==> src/rtl/regfile_wb_arbiter.sv <==
`default_nettype none
// ============================================================================
// Module   : regfile_wb_arbiter
// Purpose  : Register-file writeback arbiter with issue scoreboard.
//            Two writeback sources (ALU, load unit) are arbitrated
//            round-robin onto a single registered register-file write
//            port. A 32-entry busy scoreboard stalls issue on RAW/WAW
//            hazards. Writebacks to a non-busy register raise a sticky
//            error flag.
// Ports    : clk, reset                     clock, async active-high reset
//            iss_valid/rs1/rs2/rd -> iss_stall    issue hazard check
//            alu_valid/rd/data   -> alu_ready     ALU writeback request
//            mem_valid/rd/data   -> mem_ready     load writeback request
//            rf_we/rf_waddr/rf_wdata              registered RF write port
//            busy_vec                             scoreboard bits
//            wb_err                               sticky writeback error
// Revision : 1.0 - initial release
// ============================================================================
module regfile_wb_arbiter #(
  parameter int XLEN = 64
) (
  input  logic            clk,
  input  logic            reset,
  input  logic            iss_valid,
  input  logic [4:0]      iss_rs1,
  input  logic [4:0]      iss_rs2,
  input  logic [4:0]      iss_rd,
  output logic            iss_stall,
  input  logic            alu_valid,
  input  logic [4:0]      alu_rd,
  input  logic [XLEN-1:0] alu_data,
  output logic            alu_ready,
  input  logic            mem_valid,
  input  logic [4:0]      mem_rd,
  input  logic [XLEN-1:0] mem_data,
  output logic            mem_ready,
  output logic            rf_we,
  output logic [4:0]      rf_waddr,
  output logic [XLEN-1:0] rf_wdata,
  output logic [31:0]     busy_vec,
  output logic            wb_err
);

  // Last-grant pointer: which requester won most recently.
  typedef enum logic {
    LAST_ALU = 1'b0,
    LAST_MEM = 1'b1
  } last_t;

  last_t             last_q, last_d;
  logic [31:0]       busy_q, busy_d;
  logic              we_q, we_d;
  logic [4:0]        waddr_q, waddr_d;
  logic [XLEN-1:0]   wdata_q, wdata_d;
  logic              err_q, err_d;

  logic              w_hazard;
  logic              w_issue_ok;
  logic              w_alu_gnt;
  logic              w_mem_gnt;
  logic              w_gnt;
  logic [4:0]        w_rd;
  logic [XLEN-1:0]   w_data;
  logic              w_wr;

  // Grant and issue decisions used for next state are left ungated by
  // reset: while reset is high the registers are held cleared anyway, so
  // only the externally visible handshakes need the reset qualifier.
  always_comb begin
    w_hazard   = busy_q[iss_rs1] | busy_q[iss_rs2] | busy_q[iss_rd];
    w_issue_ok = iss_valid & ~w_hazard;

    // On conflict, the requester that did not win last time wins now.
    w_alu_gnt  = alu_valid & (~mem_valid | (last_q == LAST_MEM));
    w_mem_gnt  = mem_valid & (~alu_valid | (last_q == LAST_ALU));
    w_gnt      = w_alu_gnt | w_mem_gnt;
    w_rd       = w_alu_gnt ? alu_rd   : mem_rd;
    w_data     = w_alu_gnt ? alu_data : mem_data;
    // Writes to x0 complete the handshake but never reach the port.
    w_wr       = w_gnt & (w_rd != 5'd0);
  end

  always_comb begin
    iss_stall = ~reset & iss_valid & w_hazard;
    alu_ready = ~reset & w_alu_gnt;
    mem_ready = ~reset & w_mem_gnt;
  end

  always_comb begin
    busy_d  = busy_q;
    last_d  = last_q;
    we_d    = w_wr;
    waddr_d = waddr_q;
    wdata_d = wdata_q;
    err_d   = err_q;

    if (w_gnt) begin
      last_d = w_alu_gnt ? LAST_ALU : LAST_MEM;
    end

    if (w_wr) begin
      waddr_d = w_rd;
      wdata_d = w_data;
      // Writing back a register nobody is waiting on is a protocol error.
      if (!busy_q[w_rd]) begin
        err_d = 1'b1;
      end
      busy_d[w_rd] = 1'b0;
    end

    // Applied after the clear so a same-edge issue to the same register
    // keeps the bit set.
    if (w_issue_ok && (iss_rd != 5'd0)) begin
      busy_d[iss_rd] = 1'b1;
    end

    busy_d[0] = 1'b0;
  end

  always_ff @(posedge clk or posedge reset) begin
    if (reset) begin
      last_q  <= LAST_MEM;
      busy_q  <= '0;
      we_q    <= 1'b0;
      waddr_q <= '0;
      wdata_q <= '0;
      err_q   <= 1'b0;
    end else begin
      last_q  <= last_d;
      busy_q  <= busy_d;
      we_q    <= we_d;
      waddr_q <= waddr_d;
      wdata_q <= wdata_d;
      err_q   <= err_d;
    end
  end

  assign rf_we    = we_q;
  assign rf_waddr = waddr_q;
  assign rf_wdata = wdata_q;
  assign busy_vec = busy_q;
  assign wb_err   = err_q;

endmodule
`default_nettype wire
==> config.mk <==
export PLATFORM = sky130hd
export DESIGN_NAME = regfile_wb_arbiter
export DESIGN_NICKNAME = d
export VERILOG_FILES = /design/src/rtl/regfile_wb_arbiter.sv
export SDC_FILE = /design/constraint.sdc
export NUM_CORES = 1
export LEC_CHECK = 0
export CAP_MARGIN = 40
export CORE_AREA = 4 4 120 122
export CTS_CLUSTER_SIZE = 28
export DETAILED_ROUTE_END_ITERATION = 10
export DIE_AREA = 0 0 124 126
export GPL_ROUTABILITY_DRIVEN = 0
export PLACE_DENSITY = 0.85
export SYNTH_ARGS = -nofsm -noshare
export SYNTH_HDL_FRONTEND = slang
export SYNTH_SLANG_ARGS = --single-unit
export TNS_END_PERCENT = 50
==> constraint.sdc <==
create_clock -name clk -period 5.67 [get_ports clk]
set_input_delay 0.8505 -clock clk [delete_from_list [all_inputs] [get_ports clk]]
set_output_delay 0.8505 -clock clk [all_outputs]
set_load 0.05 [all_outputs]
# Yosys cells after proc, flatten, opt, wreduce, memory -nomap -nowiden
# Index checks and enable logic that the tools add are counted.
[word_totals] inputBits=158 out_inout_bits=106 wordCells=57 reg_bits=103
[op_classes] n_bitwise=22 muxes=17 reduce_logical=6 magnitude_cmp=6
[ops] operator="2-to-1 mux 32 bit" n=2
[ops] operator="2-to-1 mux 64 bit" n=1
[ops] operator="AND 32 bit" n=1
[ops] operator="inverter 32 bit" n=1
[ops] operator="OR 32 bit" n=1
[ops] operator="< comparator 5 x 6 -> 1 bit, second input constant" n=4
[ops] operator="binary-select mux 1 bit (select 5 bit)" n=4
[ops] operator="demux 1 bit (select 5 bit)" n=2
[ops] operator="greater-or-equal comparator 5 x 1 -> 1 bit, second input constant" n=2
[ops] operator="nonzero test 5 bit" n=2
[ops] operator="AND 1 bit" n=8
[ops] operator="2-to-1 mux 1 bit" n=7
[ops] operator="inverter 1 bit" n=6
[ops] operator="2-to-1 mux 5 bit" n=1
[ops] operator="OR 1 bit" n=5
[ops] operator="logical AND 1 bit" n=3
[ops] operator="AND reduction 2 bit" n=1

# Logic depth before layout (Yosys ltp)
[depth] depth_word=13 mapped_depth=9 depth_no_buf=7

# Least setup slack after synthesis
# OpenSTA, ideal clock, no wires.
[synth_timing] path_type="input-to-output" from="in reset" to="out iss_stall" setup_slack_ps=1086 stages=2 t_arrival_ps=3733 required_time_ps=4819 n_path_buf=0 path_cell_list="inv_1 and3_1"
[synth_via] elab_chain_len=3
[synth_lines] element="start: declaration" line="23" rtl="input logic reset,"
[synth_lines] element="inverter 1 bit" line="84" rtl="iss_stall = ~reset & iss_valid & w_hazard;"
[synth_lines] element="AND 1 bit (2 in a row)" line="84"
[synth_lines] element="end: declaration" line="28" rtl="output logic iss_stall,"
# Every way passes these cells.

# Worst setup path after layout
[layout_timing] from="in iss_rs1[0]" to="out iss_stall"
[layout_via] elab_chain_len=5
[layout_lines] element="start: declaration" line="25" rtl="input logic [4:0] iss_rs1,"
[layout_lines] element="binary-select mux 1 bit (select 5 bit)" line="70" rtl="w_hazard = busy_q[iss_rs1] | busy_q[iss_rs2] | busy_q[iss_rd];"
[layout_lines] element="2-to-1 mux 1 bit (not written as such)" line="70"
[layout_lines] element="OR 1 bit (2 in a row)" line="70"
[layout_lines] element="AND 1 bit" line="84"
# Every way passes these cells. The select of a mux whose other input is x is not followed.

==> summary.md <==
| Metric | Value |
|---|---|
| Grt peak-use layer | `met2` |
| Post-synthesis cell area | `6030 sq um` |
| Hold/Removal Path Class | `reg -> reg` |
| Syn_nets | `782` |
| Hold endpoint | `rf_wdata[31]` |
| Fin Hold WS | `480 ps` |
| Post-Layout Cell Count | `1035` |
| Die Y | `126 microns` |
| # fillers | `1025` |
| First-pass GRT wire length | `32400 microns` |
| Final setup vio count | `0` |
| Sequential fraction of the synthesis area | `42.7%` |
| Placed instance count | `1019` |
| Class of the most critical setup path | `in -> out` |
| Placed cell area | `8740 sq um` |
| DRC viols | `0` |
| Vias/cell | `5.74` |
| Worst-Margin Slew | `906 ps` |
| Met1 global-route usage | `33.2%` |
| Hold Path Cell Cnt | `2` |
| Vias in the first global route | `5820` |
| Synth top area cells | `dfrtp_1 42%, mux2i_1 14%, mux4_2 9.0%, o21ai_0 8.4%, nand2_1 7.5%` |
| Layout Utilization | `68.6%` |
| Die area | `15600 sq um` |
| Syn. warnings | `0` |
| Area growth from synthesis to layout | `50.0%` |
| CTS sink cnt | `103` |
| Setup TNS | `0 ps` |
| RSZ-0062 raised after global routing | `no` |
| Critical path endpoint category | `primary output` |
| Outcome | `complete, no violations` |
| Total GRT Usage | `27.2%` |
| Share of the synthesized area in the top cell type | `42.3%` |
| Core area | `13200 sq um` |
| # IOs | `264` |
| Synth area leader | `dfrtp_1` |
| Clock Tree Buf Depth | `2` |
| Post-cts resize count | `0` |
| Main flop type after synthesis | `dfrtp_1` |
| Clk root buf | `clkbuf_16` |
| F_max | `0.224 GHz` |
| Met2 Resource Use GR | `45.5%` |
| Final min period | `4470 ps` |
| NumNets Final | `1012` |
| WL final | `21300 microns` |
| Post-synth top cells | `120 x nand2_1, 102 x dfrtp_1, 101 x o21ai_0` |
| Number of diodes | `0` |
| R2R Setup Slk | `2720 ps` |
| Power Total | `3.47 mW` |
| Critical R2R Launch | `last_q` |
| Layout Skew | `6.57 ps` |
| Highest net fanout along the worst path | `32` |
| Clk_lat worst skew | `350 ps` |
| Reg-to-Reg End | `wb_err` |
| DR WL/cell | `20.6 microns` |
| Initial Util | `45.8%` |
| Site Rows | `42` |
| Post-cts hold buffer count | `0` |
| Max VDD drop | `212 uV` |
| Share of post-route cells with drive strength above 1 | `6.64%` |
| Critical Path RT | `4820 ps` |
| Buffers on Ports | `262` |
| Slew HR | `39.5%` |
| Max-slew violations | `0` |
| Final WS setup | `1200 ps` |
| Fin. Hold Viols | `0` |
| Synth Instances | `624` |
| Max_cap viols | `0` |
| Leak | `3.72 nW` |
| Final Instance Area | `9050 sq um` |
| Crit path DAT | `3620 ps` |
| Syn Area/Cell | `9.67 sq um` |
| R2R cell count | `8` |
| Post-Place Setup Slack | `1210 ps` |
| Largest net degree at the start of global routing | `108` |
| Grt ovf | `0` |
| Ys async rst share | `100%` |
| Via Count | `5942` |
| Met3 Usage GRT | `6.55%` |
| CTS tree | `built` |
| Post-synth EDFFs | `0` |
| Pwr dens | `383 nW/um^2` |
| CTS Buf Count | `9` |
| CP Launch Type | `primary input` |
| Distinct cells, synth | `50` |
| Post-CTS setup buffers | `0` |
| Final Cycle Share | `78.9%` |
| Routed Antenna Nets | `0` |
| First drt pass iteration count | `6` |
| Most common cell in the netlist | `nand2_1` |
| DP HPWL | `15800 microns` |
| Initial antenna violation count | `0` |
| Beginning of the worst hold path | `rf_wdata[31]` |
| Flops & latches, synth | `103` |
| DIE WIDTH | `124 microns` |
| CTS clk-pin slew, worst paths | `70 ps` |
| Iter 0 DRT Violations | `615` |
| CTS H-tree depth | `3` |
## state kept, by name (all words and copies together), names as in the netlist
register and flops:
rf_we 1, busy_vec 31, rf_waddr 5, rf_wdata 64, last_q 1, wb_err 1
## routing by layer
layer | up-vias | wire length, microns
met5 | - | 0
met4 | 0 | 755
met2 | 350 | 10800
li1 | 2712 | -
met1 | 2822 | 7560
met3 | 58 | 2170
## worst max-delay path, stage by stage
cell	delay [ps]
clkdlybuf4s50_1	760
mux4_2	560
mux4_2	460
mux2i_1	220
nand4_1	110
buf_4	250
and3_1	220
buf_4	180
## logic make-up (layout without fill, tap and decap cells)
logic type	count (synthesis)	after routing	share of synthesized area (%)
compound gates	175	175	16.2
buf+inv	52	287	3.73
simple gates	177	177	12.9
other cells	1	1	0.0621
mux	116	116	24.4
flops	103	103	42.7
## final cells by class
| class | instances | area (sq um) | share of cell area, % |
|---|---|---|---|
| Clock inverter | 7 | 91.3 | 1.01 |
| Timing Repair Buffer | 267 | 2670 | 29.5 |
| Tap cell | 176 | 220 | 2.43 |
| Sequential cell | 103 | 2580 | 28.5 |
| Clock buffer | 9 | 225 | 2.49 |
| Multi-Input combinational cell | 469 | 3250 | 35.9 |
| Inverter | 4 | 17.5 | 0.194 |
## worst max-delay path by stage
stage | end | slack, ps | from | cells after the start
floorplan | iss_stall | 1090 | reset | 2
finish | iss_stall | 1200 | iss_rs1[0] | 8
detailed placement | iss_stall | 1210 | iss_rs1[0] | 8
global placement | iss_stall | 1260 | iss_rs1[0] | 8
global route | iss_stall | 1020 | iss_rs1[0] | 8
CTS | iss_stall | 1200 | iss_rs1[0] | 8
## power breakdown
| part | total (mW) | internal (mW) | switching, mW | leakage (nW) |
|---|---|---|---|---|
| combinational | 1.64 | 0.644 | 0.998 | 2.31 |
| clock | 0.650 | 0.353 | 0.297 | 0.151 |
| sequential | 1.18 | 0.890 | 0.286 | 1.26 |
## placed cells by master, fill, tap and decap left out, types with 4 or more instances in the layout
master	n
clkdlybuf4s50_1	261
nand2_1	120
dfrtp_1	102
o21ai_0	101
mux2i_1	86
o21ai_1	31
mux4_2	24
nor2_1	18
a211oi_1	11
clkbuf_16	9
a21oi_1	8
nor2b_1	7
nor3_1	6
and3_1	5
buf_4	5
nor3b_1	4
mux2_2	4
Power figures use the tool's default switching activity.
